**src/rtl/button_event_pkg.sv**
```systemverilog
// -----------------------------------------------------------------------------
// button_event_pkg
// Shared definitions for the debounced button event block:
//   - CLOCK_FREQUENCY of the system clock
//   - default debounce / repeat-delay / repeat-period cycle counts
//   - button_state_t, the per-channel debounce FSM state
//   - max_int(), used to size counters that compare against two limits
// -----------------------------------------------------------------------------
package button_event_pkg;

    localparam int CLOCK_FREQUENCY = 50_000_000;

    // 20 ms, 500 ms and 100 ms at CLOCK_FREQUENCY.
    localparam int DEFAULT_DEBOUNCE_CYCLES      = CLOCK_FREQUENCY / 50;
    localparam int DEFAULT_REPEAT_DELAY_CYCLES  = CLOCK_FREQUENCY / 2;
    localparam int DEFAULT_REPEAT_PERIOD_CYCLES = CLOCK_FREQUENCY / 10;

    typedef enum logic [1:0] {
        RELEASED        = 2'd0,
        PRESS_PENDING   = 2'd1,
        PRESSED         = 2'd2,
        RELEASE_PENDING = 2'd3
    } button_state_t;

    function automatic int max_int(input int a, input int b);
        return (a > b) ? a : b;
    endfunction

endpackage

```
**src/rtl/button_channel.sv**
```systemverilog
// -----------------------------------------------------------------------------
// button_channel
// One debounced button: two-flop synchronizer, debounce counter, optional
// hold-to-repeat counter and the RELEASED / PRESS_PENDING / PRESSED /
// RELEASE_PENDING FSM. All outputs are registered.
//
// Build option: BUTTON_EVENT_REPEAT_EN enables hold-to-repeat pulses.
//
// Ports:
//   clock       system clock
//   reset_s2_n  asynchronous active-low reset
//   button_n_i  raw asynchronous button, 0 = pressed
//   pressed_o   one-cycle pulse per accepted press (and per repeat)
//   released_o  one-cycle pulse per accepted release
//   level_o     debounced state, 1 = held
// -----------------------------------------------------------------------------
module button_channel
    import button_event_pkg::*;
#(
    parameter int DEBOUNCE_CYCLES      = DEFAULT_DEBOUNCE_CYCLES
`ifdef BUTTON_EVENT_REPEAT_EN
   ,parameter int REPEAT_DELAY_CYCLES  = DEFAULT_REPEAT_DELAY_CYCLES
   ,parameter int REPEAT_PERIOD_CYCLES = DEFAULT_REPEAT_PERIOD_CYCLES
`endif
) (
    input  logic clock,
    input  logic reset_s2_n,
    input  logic button_n_i,
    output logic pressed_o,
    output logic released_o,
    output logic level_o
);

    localparam int DEB_W = $clog2(DEBOUNCE_CYCLES);
    localparam logic [DEB_W-1:0] DEB_LAST = DEB_W'(DEBOUNCE_CYCLES - 1);

    logic             sync1_q;
    logic             sync2_q;
    logic             btn_held;
    logic [DEB_W-1:0] deb_cnt_q;
    button_state_t    state_q;
    logic             pressed_q;
    logic             released_q;
    logic             level_q;

`ifdef BUTTON_EVENT_REPEAT_EN
    localparam int REP_W = $clog2(max_int(max_int(REPEAT_DELAY_CYCLES, REPEAT_PERIOD_CYCLES), 2));
    localparam logic [REP_W-1:0] REP_DELAY_LAST  = REP_W'(REPEAT_DELAY_CYCLES - 1);
    localparam logic [REP_W-1:0] REP_PERIOD_LAST = REP_W'(REPEAT_PERIOD_CYCLES - 1);

    logic [REP_W-1:0] rep_cnt_q;
    // Set once the first (delay) repeat has fired; later repeats use the period.
    logic             rep_after_first_q;
    logic [REP_W-1:0] rep_limit;

    assign rep_limit = rep_after_first_q ? REP_PERIOD_LAST : REP_DELAY_LAST;
`endif

    assign btn_held = ~sync2_q;

    always_ff @(posedge clock or negedge reset_s2_n) begin
        if (!reset_s2_n) begin
            // Synchronizer resets to "released" so a button held through reset
            // is seen as a fresh press afterwards.
            sync1_q    <= 1'b1;
            sync2_q    <= 1'b1;
            state_q    <= RELEASED;
            deb_cnt_q  <= '0;
            pressed_q  <= 1'b0;
            released_q <= 1'b0;
            level_q    <= 1'b0;
`ifdef BUTTON_EVENT_REPEAT_EN
            rep_cnt_q         <= '0;
            rep_after_first_q <= 1'b0;
`endif
        end else begin
            sync1_q    <= button_n_i;
            sync2_q    <= sync1_q;
            pressed_q  <= 1'b0;
            released_q <= 1'b0;

            case (state_q)
                RELEASED: begin
                    if (btn_held) begin
                        state_q   <= PRESS_PENDING;
                        deb_cnt_q <= '0;
                    end
                end

                PRESS_PENDING: begin
                    if (!btn_held) begin
                        state_q <= RELEASED;
                    end else if (deb_cnt_q == DEB_LAST) begin
                        state_q   <= PRESSED;
                        pressed_q <= 1'b1;
                        level_q   <= 1'b1;
`ifdef BUTTON_EVENT_REPEAT_EN
                        rep_cnt_q         <= '0;
                        rep_after_first_q <= 1'b0;
`endif
                    end else begin
                        // Stops at DEB_LAST, so the counter never wraps.
                        deb_cnt_q <= deb_cnt_q + 1'b1;
                    end
                end

                PRESSED: begin
                    if (!btn_held) begin
                        state_q   <= RELEASE_PENDING;
                        deb_cnt_q <= '0;
                    end
`ifdef BUTTON_EVENT_REPEAT_EN
                    else if (rep_cnt_q == rep_limit) begin
                        pressed_q         <= 1'b1;
                        rep_cnt_q         <= '0;
                        rep_after_first_q <= 1'b1;
                    end else if (rep_cnt_q != '1) begin
                        rep_cnt_q <= rep_cnt_q + 1'b1;
                    end
`endif
                end

                RELEASE_PENDING: begin
                    // Repeat counter is left untouched here and resumes on bounce-back.
                    if (btn_held) begin
                        state_q <= PRESSED;
                    end else if (deb_cnt_q == DEB_LAST) begin
                        state_q    <= RELEASED;
                        released_q <= 1'b1;
                        level_q    <= 1'b0;
                    end else begin
                        deb_cnt_q <= deb_cnt_q + 1'b1;
                    end
                end

                default: state_q <= RELEASED;
            endcase
        end
    end

    assign pressed_o  = pressed_q;
    assign released_o = released_q;
    assign level_o    = level_q;

endmodule

```
**src/rtl/button_event.sv**
```systemverilog
// -----------------------------------------------------------------------------
// button_event
// Debounces BUTTON_COUNT raw active-low push buttons and emits one-cycle press
// and release pulses per button. Channels are independent; simultaneous events
// produce simultaneous pulses.
//
// Build option: BUTTON_EVENT_REPEAT_EN enables hold-to-repeat press pulses
// (REPEAT_DELAY_CYCLES after the press, then every REPEAT_PERIOD_CYCLES).
//
// Ports:
//   clock       50 MHz system clock
//   reset_s2_n  asynchronous active-low reset
//   button_n    raw asynchronous buttons, 0 = pressed
//   pressed     one-cycle pulse per accepted press (and per repeat)
//   released    one-cycle pulse per accepted release
//   level       debounced state, 1 = held
// -----------------------------------------------------------------------------
module button_event
    import button_event_pkg::*;
#(
    parameter int BUTTON_COUNT         = 2,
    parameter int DEBOUNCE_CYCLES      = DEFAULT_DEBOUNCE_CYCLES,
    parameter int REPEAT_DELAY_CYCLES  = DEFAULT_REPEAT_DELAY_CYCLES,
    parameter int REPEAT_PERIOD_CYCLES = DEFAULT_REPEAT_PERIOD_CYCLES
) (
    input  logic                    clock,
    input  logic                    reset_s2_n,
    input  logic [BUTTON_COUNT-1:0] button_n,
    output logic [BUTTON_COUNT-1:0] pressed,
    output logic [BUTTON_COUNT-1:0] released,
    output logic [BUTTON_COUNT-1:0] level
);

    genvar gi;
    generate
        for (gi = 0; gi < BUTTON_COUNT; gi++) begin : g_channel
            button_channel #(
                .DEBOUNCE_CYCLES      (DEBOUNCE_CYCLES)
`ifdef BUTTON_EVENT_REPEAT_EN
               ,.REPEAT_DELAY_CYCLES  (REPEAT_DELAY_CYCLES)
               ,.REPEAT_PERIOD_CYCLES (REPEAT_PERIOD_CYCLES)
`endif
            ) u_channel (
                .clock      (clock),
                .reset_s2_n (reset_s2_n),
                .button_n_i (button_n[gi]),
                .pressed_o  (pressed[gi]),
                .released_o (released[gi]),
                .level_o    (level[gi])
            );
        end

`ifndef BUTTON_EVENT_REPEAT_EN
        // Repeat timing is not built in this configuration; the parameters stay
        // on the interface so instantiations are identical in both builds.
        if (REPEAT_DELAY_CYCLES < 1 || REPEAT_PERIOD_CYCLES < 1) begin : g_repeat_cfg_unused
        end
`endif
    endgenerate

endmodule

```
**config.mk**
```make
export PLATFORM = sky130hd
export DESIGN_NAME = button_event
export DESIGN_NICKNAME = d
export VERILOG_FILES = /design/src/rtl/button_event_pkg.sv /design/src/rtl/button_channel.sv /design/src/rtl/button_event.sv
export SDC_FILE = /design/constraint.sdc
export NUM_CORES = 1
export LEC_CHECK = 0
export BUFFER_PORTS_ARGS = -buffer_cell sky130_fd_sc_hd__buf_2
export CAP_MARGIN = 20
export CORE_UTILIZATION = 41
export DETAILED_ROUTE_END_ITERATION = 8
export GPL_ROUTABILITY_DRIVEN = 0
export PLACE_DENSITY = 0.65
export SLEW_MARGIN = 0
export SYNTH_ARGS = -nofsm -noshare
export SYNTH_HDL_FRONTEND = slang
export SYNTH_SLANG_ARGS = --single-unit
```
**constraint.sdc**
```tcl
create_clock -name clock -period 2.2 [get_ports clock]
set_input_delay 0 -clock clock [delete_from_list [all_inputs] [get_ports clock]]
set_output_delay 0 -clock clock [all_outputs]
set_load 0.1 [all_outputs]
```
==> metrics.md, run 1 <==
| Metric | Value |
|---|---|
| Max-cap violations | 0 |
| Antenna diodes | 0 |
| Number of synthesized flops with an enable pin | 0 |
| Die Ht | 85.2 microns |
| RSZ-0062 raised after global routing | false |
| Fraction of registers with async set/reset | 100% |
| Skew-Pair Late Insertion Delay | 310 ps |
| Initial antenna violation count | 0 |
| Drt first pass iters | 4 |
| Area of the multi-input gates | 1380 sq um |
| Register Area | 1360 sq um |
| # IOs | 10 |
| CP required | 2460 ps |
| Total Routed Length | 5550 microns |
| Area grow syn2layout | 10.6% |
| Crit path DAT | 2270 ps |
| GRT Total Usage | 16.9% |
| Critical path's slowest cell | or4_4 |
| Final Setup Violations | 0 |
| Setup TNS Final | 0 ps |
| Share of layout cells above drive strength 1 | 15.9% |
| Sw frac | 24.5% |
| Worst Hold Class | in2async |
| Headroom to the max-slew limit | 60.0% |
| Filler instances | 611 |
| Cells taking the most area after synthesis | dfrtp_1 (44%), nand2_1 (4.4%), nor2_1 (4.1%) |
| Crit path kind | reg2reg |
| TritonCTS Buffers | 5 |
| Synth cell count leaders | dfrtp_1 (50), nand2_1 (33), nor2_1 (31) |
| Final Hold Fails | 0 |
| Status | finished, final reports clean |
| PwrDens | 596 nW/um^2 |
| Final worst path period need | 2010 ps |
| Top-count cell post-synth | dfrtp_1 |
| I/O Buffers | 9 |
| Startpoint Class | register |
| Least-Margin Pin Slew | 594 ps |
| Iteration-0 DRC Markers | 98 |
| Net count, final | 320 |
| Leakage | 0.00139 uW |
| Drt drc | 0 |
| Post-synth top flop | dfrtp_1 |
| Clock share of power | 37.4% |
| Die W | 85.2 microns |
| Sequential share of power | 56.7% |
| Core Area | 6490 sq um |
| Post-Syn Area | 2840 sq um |
| Post-synth top area share | 44.1% |
| DR vias | 2204 |
| NetSw | 458 uW |
| DPL Wire Length | 3940 microns |
| Final setup margin | 189 ps |
| CTS tree | yes |
| DRT antenna net count | 0 |
| DR WL/cell | 14.2 microns |
| FMAX | 497 MHz |
| Seq cells post-synth | 54 |
| Crit share post-route | 91.4% |
| Critical path endpoint category | register |
| VDD IR-drop max | 0.373 mV |
| Clock Skew | 7.86 ps |
| Hold slack | 192 ps |
| Global route overflow | 0 |
| Count of different cell masters after synthesis | 48 |
| Starting Density | 43.7% |
| Clock root cell | clkbuf_8 |
| Clk slew on worst S/H paths | 100 ps |
| Largest net degree at the start of global routing | 33 |
| Yosys warns | 0 |
| Pint | 1410 uW |
| Max clock buf depth | 2 |
| First-pass GRT wire length | 10000 microns |
| Die area | 7250 sq um |
| Vias/cell | 5.62 |
| DP Worst Slack | 153 ps |
| Syn Inst Count | 300 |
| Syn_area_per_cell | 9.45 sq um |
| Htree depth | 2 |
| Final Slew Violations | 0 |
| Combinational power share | 5.9% |
| Seq/Total Area, Yosys | 47.8% |
| Syn_nets | 306 |
| Crit-path max cell delay | 570 ps |
| Sink Count | 54 |
| Worst path cell trace | nand4_4 > or4_4 > or2_0 > or4_1 > nand2_1 |
| Yosys top cell by area | dfrtp_1 |
| Rows | 29 |
| Vias in the first global route | 2176 |
| Crit Path Max Fanout | 8 |
what timing repair did:
action | in CTS | in global routing
hold endpoints to repair | 56 | 0
setup endpoints to repair | 0 | 11
gates resized for setup | 0 | 3
buffers inserted | 0 | 0
hold buffers | 3 | 0
path summary, 6_finish.rpt:
kind	start	endpoint	slack (ps)	cells after the start
max reg2reg	g_channel[1].u_channel.deb_cnt_q[2]$_DFFE_PN0P_	g_channel[1].u_channel.deb_cnt_q[11]$_DFFE_PN0P_	190	5
min	reset_s2_n	g_channel[0].u_channel.deb_cnt_q[18]$_DFFE_PN0P_	190	3
min reg2reg	g_channel[0].u_channel.sync1_q$_DFF_PN1_	g_channel[0].u_channel.sync2_q$_DFF_PN1_	360	0
max in group asynchronous	reset_s2_n	g_channel[1].u_channel.deb_cnt_q[3]$_DFFE_PN0P_	1670	3
max	g_channel[1].u_channel.deb_cnt_q[2]$_DFFE_PN0P_	g_channel[1].u_channel.deb_cnt_q[11]$_DFFE_PN0P_	190	5
min in group clock	button_n[1]	g_channel[1].u_channel.sync1_q$_DFF_PN1_	330	2
state kept, by name, summed over array words and instances (netlist names), named ones only:
| register | flops |
|---|---|
| g_channel.u_channel.deb_cnt_q | 40 |
| g_channel.u_channel.level_o | 2 |
| g_channel.u_channel.pressed_o | 2 |
| g_channel.u_channel.released_o | 2 |
| g_channel.u_channel.state_q | 2 |
| g_channel.u_channel.sync1_q | 2 |
| g_channel.u_channel.sync2_q | 2 |
layout make-up:
class                   count  share of cell area [%]
clock buffers               5                    2.19
clock inverters             3                    1.56
repair buffers             23                    5.03
multi-input cells         222                    44.0
well taps                  77                    3.07
flip-flops and latches     54                    43.2
inverters                   8                   0.957
logic make-up (layout without fill, tap and decap cells):
| kind of cell | count (synthesis) | count (layout) | synth area share (%) |
|---|---|---|---|
| simple gates | 151 | 151 | 29.0 |
| flops | 54 | 54 | 47.8 |
| compound gates | 48 | 48 | 11.4 |
| buf+inv | 24 | 39 | 4.02 |
| xor+xnor | 16 | 16 | 4.94 |
| mux | 5 | 5 | 1.99 |
| fa+ha+maj | 2 | 2 | 0.882 |
power by group through the flow:
stage | Sequential (uW) | Combinational (uW) | Clock, uW
2_1_floorplan | 1070 | 64.1 | 0
3_3_place_gp | 1080 | 106 | 0
3_5_place_dp | 1080 | 108 | 0
4_1_cts | 1060 | 113 | 731
5_1_grt | 1070 | 130 | 755
6_report | 1060 | 109 | 699
critical path: cells and delay by family, from the launching register on:
| family | cells | cell delay [ps] |
|---|---|---|
| and+or+nand+nor | 5 | 1450 |
| DFF | 1 | 500 |
metrics by stage:
stage,utilization (%),std cells,total power (uW),area (sq um)
3_5_place_dp,45.8,381,1190,2980
6_report,48.3,392,1870,3140
2_1_floorplan,-,300,1130,2840
4_1_cts,48.1,392,1900,3120
5_1_grt,48.3,392,1950,3140
3_3_place_gp,45.8,381,1180,2980
per-layer routing:
| metal | up-vias | wire [microns] | track usage (%) |
|---|---|---|---|
| met5 | - | 0 | 0 |
| met4 | 0 | 34 | 3.39 |
| met3 | 5 | 170 | 3.21 |
| met2 | 36 | 2720 | 28.3 |
| met1 | 1044 | 2630 | 22.9 |
| li1 | 1119 | - | - |
placed cells by master, fill, tap and decap left out, drive strengths merged, types with 3 or more instances in the layout:
cell type,instances
dfrtp,50
nand2,33
nor2,31
nand3,21
buf,20
a21oi,11
nor3,10
o21ai,10
xor2,9
inv,9
nand4,9
or4,9
a22o,8
xnor2,7
or3,6
o211ai,6
and3,6
mux2,5
clkbuf,5
nor4,5
dfstp,4
nor4b,4
and4,4
and2,3
a31oi,3
dlygate4sd3,3
or2,3
Power figures use the tool's default switching activity.
==> run 2: changes to the inputs <==
--- a/config.mk
+++ b/config.mk
@@ -10,8 +10,9 @@
 export CORE_UTILIZATION = 41
 export DETAILED_ROUTE_END_ITERATION = 8
 export GPL_ROUTABILITY_DRIVEN = 0
-export PLACE_DENSITY = 0.65
+export PLACE_DENSITY = 0.64
 export SLEW_MARGIN = 0
 export SYNTH_ARGS = -nofsm -noshare
 export SYNTH_HDL_FRONTEND = slang
+export SYNTH_HIERARCHICAL = 1
 export SYNTH_SLANG_ARGS = --single-unit
==> metrics.md, run 2 <==
| Metric | Value |
|---|---|
| Status | finished, final reports clean |
| Crit path DAT | 2120 ps |
| Syn_nets | 324 |
| Post-synth top flop | dfrtp_1 |
| Rows | 31 |
| Seq/Total Area, Yosys | 43.4% |
| Critical path's slowest cell | or4_1 |
| CTS tree | yes |
| Hold Buf Count CTS | 3 |
| Syn_area_per_cell | 9.82 sq um |
| DPL Wire Length | 4590 microns |
| Yosys warns | 6 |
| Clock root cell | clkbuf_8 |
| Crit path max-delay family | simple AND/OR/NAND/NOR gates |
| Worst Hold Path Cells | 2 |
| Sink Count | 54 |
| Final Slew Violations | 0 |
| Crit share post-route | 88.5% |
| Biggest register | g_channel.u_channel/deb_cnt_q |
| Leakage | 0.00152 uW |
| Most common cell after layout, fill and taps aside | dfrtp_1 |
| Final worst path period need | 1950 ps |
| Reg2Reg Capture Point | g_channel[1].u_channel/deb_cnt_q[6]$_DFFE_PN0P_ |
| Max clock buf depth | 2 |
| Post-synth top area share | 40.1% |
| Share of layout cells above drive strength 1 | 15.4% |
| Post-Syn Area | 3120 sq um |
| Drt first pass iters | 4 |
| Cells taking the most area after synthesis | dfrtp_1 (40%), mux2i_1 (3.8%), nand2_1 (3.6%) |
| Syn Inst Count | 318 |
| Register-to-Register Setup Slack | 250 ps |
| Hold slack | 334 ps |
| Most frequent cells in the layout | dfrtp_1 (50), nand2_1 (30), nand4_1 (18) |
| Least-Margin Pin Slew | 834 ps |
| Iteration-0 DRC Markers | 185 |
| Total Routed Length | 6790 microns |
| Core Area | 7290 sq um |
| HP Start | button_n[1] |
| Worst Hold Class | in2reg |
| Filler instances | 721 |
| Vias/cell | 5.87 |
| Antenna diodes | 0 |
| Global route overflow | 0 |
| TritonCTS Buffers | 5 |
| Number of synthesized flops with an enable pin | 0 |
| I/O Buffers | 9 |
| Fraction of registers with async set/reset | 100% |
| Count of different cell masters after synthesis | 64 |
| Worst path cell trace | ha_1 > nand4_2 > or4_1 > o311ai_1 > o221ai_1 |
| Initial antenna violation count | 0 |
| Starting Density | 42.8% |
| Setup TNS Final | 0 ps |
| Htree depth | 2 |
| Synth cell count leaders | dfrtp_1 (50), nand2_1 (30), nand4_1 (18) |
| Crit-path max cell delay | 450 ps |
| Clock Skew | 14.3 ps |
| Crit path kind | reg2reg |
| Max-cap violations | 0 |
| DR WL/cell | 15.8 microns |
| Drt drc | 0 |
| RSZ-0062 raised after global routing | false |
| Headroom to the max-slew limit | 44.4% |
| First-pass GRT wire length | 11100 microns |
| Yosys top cell by area | dfrtp_1 |
| Buf/Inv on CP | 0 |
| Hold Crit Endpoint | g_channel[1].u_channel/sync1_q$_DFF_PN1_ |
| Cts repair resizes | 0 |
| R2R depth | 5 |
| PwrDens | 521 nW/um^2 |
| Clk slew on worst S/H paths | 90 ps |
| VDD IR-drop max | 0.324 mV |
| Vias in the first global route | 2201 |
| Die Ht | 89.3 microns |
| FMAX | 514 MHz |
| CP required | 2370 ps |
| Net count, final | 337 |
| GRT Total Usage | 18.2% |
| Startpoint Class | register |
| DRT antenna net count | 0 |
| Skew-Pair Late Insertion Delay | 310 ps |
| Top-count cell post-synth | dfrtp_1 |
| Die W | 89.3 microns |
| Crit Path Max Fanout | 6 |
| Largest register FFs | 40 |
| R2R Path Start | g_channel[1].u_channel/deb_cnt_q[0]$_DFFE_PN0P_ |
| Final Setup Violations | 0 |
| # IOs | 10 |
| Final Hold Fails | 0 |
| Die area | 7970 sq um |
| Seq cells post-synth | 54 |
| Setup repair bufs after CTS | 0 |
| DR vias | 2530 |
| Critical path endpoint category | register |
| Largest net degree at the start of global routing | 39 |
| Area grow syn2layout | 9.25% |
[run 2: cell count changes in the layout (fill, tap and decap cells not counted), sizes merged, moves of 5 or more]
cell,delta
xnor2,-5
and4,+5
nand3,-10
a22o,-6
nor2,-15
nor4,+5
and3,+7
xor2,-7
nand4,+12
or3,-5
a211o,+5
mux2i,+12
[run 2: report_power, final]
group	total [uW]	switching, uW	leakage [uW]	internal, uW
registers	1070	44.9	0.000731	1030
logic	159	96.3	0.000742	63.1
clock network	544	322	0.0000450	222
total	1780	464	0.00152	1310
[run 2: worst register-to-register path, stage by stage, from the launching register on]
cell and delay, ps:
dfrtp_1 420, ha_1 250, nand4_2 230, or4_1 450, o311ai_1 310, o221ai_1 170
[run 2: layer usage]
metal | part of all wire [%] | up-vias | wire (microns) | track usage (%)
li1 | - | 1247 | - | -
met1 | 52 | 1234 | 3540 | 27.9
met2 | 44 | 42 | 2980 | 26.6
met3 | 2.7 | 7 | 184 | 2.22
met4 | 1.3 | 0 | 87 | 5.63
met5 | 0 | - | 0 | 0
[run 2: final cells by class]
type,count,area (sq um),share of cell area (%)
clock buffer,6,72.6,2.13
clock inverter,2,10.0,0.293
inverter,10,37.5,1.10
multi-input combinational,234,1620,47.5
sequential,54,1360,39.8
tap,99,124,3.63
timing repair buffer,26,193,5.65
[run 2: per-stage QoR]
stage / instance area, sq um / instances / utilization [%] / worst slack, ps / power (uW)
after floorplan: 3120 / 318 / - / 457 / 1180
after global placement: 3300 / 420 / 45.2 / 349 / 1240
after CTS: 3410 / 431 / 46.8 / 235 / 1800
final: 3410 / 431 / 46.8 / 253 / 1780
after global routing: 3410 / 431 / 46.8 / 165 / 1860
after detailed placement: 3300 / 420 / 45.2 / 254 / 1250
[run 2: how the worst max path moves through the flow]
stage	depth (start not counted)	slack, ps	to	from
after global routing	5	170	g_channel[1].u_channel/deb_cnt_q[6]$_DFFE_PN0P_	g_channel[1].u_channel/deb_cnt_q[0]$_DFFE_PN0P_
final	5	250	g_channel[1].u_channel/deb_cnt_q[6]$_DFFE_PN0P_	g_channel[1].u_channel/deb_cnt_q[0]$_DFFE_PN0P_
after CTS	5	230	g_channel[1].u_channel/deb_cnt_q[6]$_DFFE_PN0P_	g_channel[1].u_channel/deb_cnt_q[0]$_DFFE_PN0P_
after global placement	5	350	g_channel[1].u_channel/deb_cnt_q[6]$_DFFE_PN0P_	g_channel[1].u_channel/deb_cnt_q[0]$_DFFE_PN0P_
after detailed placement	5	250	g_channel[1].u_channel/deb_cnt_q[6]$_DFFE_PN0P_	g_channel[1].u_channel/deb_cnt_q[0]$_DFFE_PN0P_
after floorplan	5	460	g_channel[1].u_channel/deb_cnt_q[6]$_DFFE_PN0P_	g_channel[1].u_channel/deb_cnt_q[0]$_DFFE_PN0P_
[run 2: cell families (layout without fill, tap and decap cells)]
| group | count (synthesis) | in the layout | synth area share [%] |
|---|---|---|---|
| AND/OR/NAND/NOR | 140 | 140 | 27.4 |
| AO/OA/AOI/OAI | 74 | 74 | 17.4 |
| flip-flops | 54 | 54 | 43.4 |
| buffers and inverters | 30 | 44 | 4.97 |
| multiplexers | 14 | 14 | 4.69 |
| XOR/XNOR | 4 | 4 | 1.36 |
| adder cells (fa/ha/maj) | 2 | 2 | 0.801 |
==> run 3: changes to the inputs <==
--- a/config.mk
+++ b/config.mk
@@ -5,6 +5,7 @@
 export SDC_FILE = /design/constraint.sdc
 export NUM_CORES = 1
 export LEC_CHECK = 0
+export ABC_AREA = 1
 export BUFFER_PORTS_ARGS = -buffer_cell sky130_fd_sc_hd__buf_2
 export CAP_MARGIN = 20
 export CORE_UTILIZATION = 41
==> metrics.md, run 3 <==
| Metric | Value |
|---|---|
| Worst path cell trace | ha_1 > nand3_2 > nor2_1 > nand3_4 > nand3_4 > inv_1 > nand2_1 > nand2_1 |
| Count of different cell masters after synthesis | 28 |
| Yosys warns | 6 |
| Crit share post-route | 79.5% |
| Reg2Reg Capture Point | g_channel[0].u_channel/deb_cnt_q[19]$_DFFE_PN0P_ |
| Setup repair bufs after CTS | 0 |
| Clk slew on worst S/H paths | 110 ps |
| Least-Margin Pin Slew | 655 ps |
| Critical path's slowest cell | dfrtp_1 |
| Critical path endpoint category | register |
| Cts repair resizes | 0 |
| Sink Count | 54 |
| Seq cells post-synth | 54 |
| PnR Total Power | 1720 uW |
| CTS tree | yes |
| Vias/cell | 4.76 |
| Sequential share of power | 60.2% |
| Clock root cell | clkbuf_8 |
| Combinational power share | 5.7% |
| Largest register FFs | 40 |
| Core Area | 7410 sq um |
| Drt first pass iters | 4 |
| Crit path DAT | 1960 ps |
| Synth cell count leaders | nand2_1 (137), dfrtp_1 (50), nor2_1 (43) |
| VDD IR-drop max | 0.265 mV |
| Biggest register | g_channel.u_channel/deb_cnt_q |
| Max clock buf depth | 2 |
| Final worst path period need | 1750 ps |
| Most common cell after layout, fill and taps aside | nand2_1 |
| Vias in the first global route | 2393 |
| DRT antenna net count | 0 |
| Net count, final | 428 |
| Leakage | 0.00145 uW |
| Pint | 1280 uW |
| Yosys top cell by area | dfrtp_1 |
| Final Slew Violations | 0 |
| Post-synth top flop | dfrtp_1 |
| Crit-path max cell delay | 420 ps |
| Final std cells w/o fill | 522 |
| Startpoint Class | register |
| Headroom to the max-slew limit | 56.3% |
| Largest net degree at the start of global routing | 55 |
| TritonCTS Buffers | 5 |
| Drt drc | 0 |
| Most frequent cells in the layout | nand2_1 (137), dfrtp_1 (50), nor2_1 (43) |
| DR WL/cell | 11.5 microns |
| Global route overflow | 0 |
| Syn Inst Count | 408 |
| Sw frac | 25.6% |
| Placed cell count | 511 |
| Max-cap violations | 0 |
| CP endpoint | g_channel[0].u_channel/deb_cnt_q[19]$_DFFE_PN0P_ |
| GRT Total Usage | 16.2% |
| Worst path depth | 8 |
| Number of synthesized flops with an enable pin | 0 |
| Setup TNS Final | 0 ps |
| Worst Hold Class | in2reg |
| Initial antenna violation count | 0 |
| R2R depth | 8 |
| Die W | 90.4 microns |
| Htree depth | 2 |
| First-pass GRT wire length | 10900 microns |
| Crit path kind | reg2reg |
| NetSw | 441 uW |
| Die Ht | 90.4 microns |
| Status | finished, final reports clean |
| Die area | 8180 sq um |
| Starting Density | 43.3% |
| Clock share of power | 34.1% |
| Total Routed Length | 6010 microns |
| Register-to-Register Setup Slack | 450 ps |
| Final Hold Fails | 0 |
| DR vias | 2486 |
| Seq/Total Area, Yosys | 42.3% |
| Antenna diodes | 0 |
| PwrDens | 501 nW/um^2 |
| Critical path launch point | g_channel[0].u_channel/deb_cnt_q[0]$_DFFE_PN0P_ |
| Crit Path Max Fanout | 17 |
| I/O Buffers | 9 |
| Top-count cell post-synth | nand2_1 |
| FMAX | 572 MHz |
| Clock Skew | 11.2 ps |
| Final Setup Violations | 0 |
| Syn_nets | 414 |
| Buf/Inv on CP | 1 |
| R2R Path Start | g_channel[0].u_channel/deb_cnt_q[0]$_DFFE_PN0P_ |
| Syn_area_per_cell | 7.86 sq um |
| Fraction of registers with async set/reset | 100% |
| Skew-Pair Late Insertion Delay | 320 ps |
| # IOs | 10 |
| Cells taking the most area after synthesis | dfrtp_1 (39%), nand2_1 (16%), o21ai_2 (6.8%) |
| CP required | 2410 ps |
| Post-synth top area share | 39.0% |
| RSZ-0062 raised after global routing | false |
| Rows | 31 |
| Post-Syn Area | 3210 sq um |
| Iteration-0 DRC Markers | 119 |
| Crit path max-delay family | simple AND/OR/NAND/NOR gates |
| Share of layout cells above drive strength 1 | 17.7% |
| DPL Wire Length | 4400 microns |
| Hold slack | 315 ps |
| Area grow syn2layout | 7.10% |
-- run 3: cell count changes after synthesis, moves of 13 or more --
cell	before	now
nand2_1	30	137
nor2_1	16	43
inv_1	9	35
o21ai_2	0	25
nand3_1	10	24
and3_1	13	0
-- run 3: kinds of logic (layout without fill, tap and decap cells) --
kind of cell | Yosys count | in the layout | synth area share, %
flops | 54 | 54 | 42.3
fa+ha+maj | 2 | 2 | 0.781
compound gates | 46 | 46 | 10.5
simple gates | 240 | 240 | 33.8
xor+xnor | 19 | 19 | 5.43
buf+inv | 47 | 62 | 7.18
-- run 3: layout make-up --
class / count / area [sq um]
Clock buffer: 5 / 68.8
Clock inverter: 3 / 28.8
Fill cell: 746 / 3980
Inverter: 41 / 154
Multi-Input combinational cell: 307 / 1620
Sequential cell: 54 / 1360
Tap cell: 99 / 124
Timing Repair Buffer: 13 / 82.6
-- run 3: per-layer routing --
layer | GRT usage (%) | part of all wire (%) | up-vias
li1 | - | - | 1315
met1 | 22.5 | 53 | 1139
met2 | 25.6 | 44 | 22
met3 | 2.53 | 2.0 | 10
met4 | 5.65 | 1.7 | 0
met5 | 0 | 0 | -
-- run 3: power by group through the flow --
stage | combinational, uW | sequential, uW | clock, uW
2_1_floorplan | 71.8 | 1050 | 0
3_3_place_gp | 95.8 | 1050 | 0
3_5_place_dp | 96.6 | 1050 | 0
4_1_cts | 101 | 1040 | 618
5_1_grt | 115 | 1040 | 639
6_report | 97.7 | 1040 | 587
-- run 3: through the flow --
step	utilization (%)	instance area [sq um]	setup WS, ps
floorplan	-	3210	733
global placement	44.6	3310	501
detailed placement	44.6	3310	447
CTS	46.3	3430	432
global route	46.3	3430	245
finish	46.3	3430	451
-- run 3: worst min path at each step --
stage,slack (ps),from,cells after the start,endpoint
after floorplan,-300,reset_s2_n,0,asynchronous set/reset pin
after global placement,110,button_n[0],1,g_channel[0].u_channel/sync1_q$_DFF_PN1_
after detailed placement,110,button_n[1],1,g_channel[1].u_channel/sync1_q$_DFF_PN1_
after CTS,300,button_n[0],2,g_channel[0].u_channel/sync1_q$_DFF_PN1_
after global routing,310,button_n[0],2,g_channel[0].u_channel/sync1_q$_DFF_PN1_
final,310,button_n[0],2,g_channel[0].u_channel/sync1_q$_DFF_PN1_
-- run 3: what timing repair did --
action,in CTS,in global routing
hold buffers,3,0
endpoints found under the setup margin,0,0
endpoints found under the hold margin,52,0
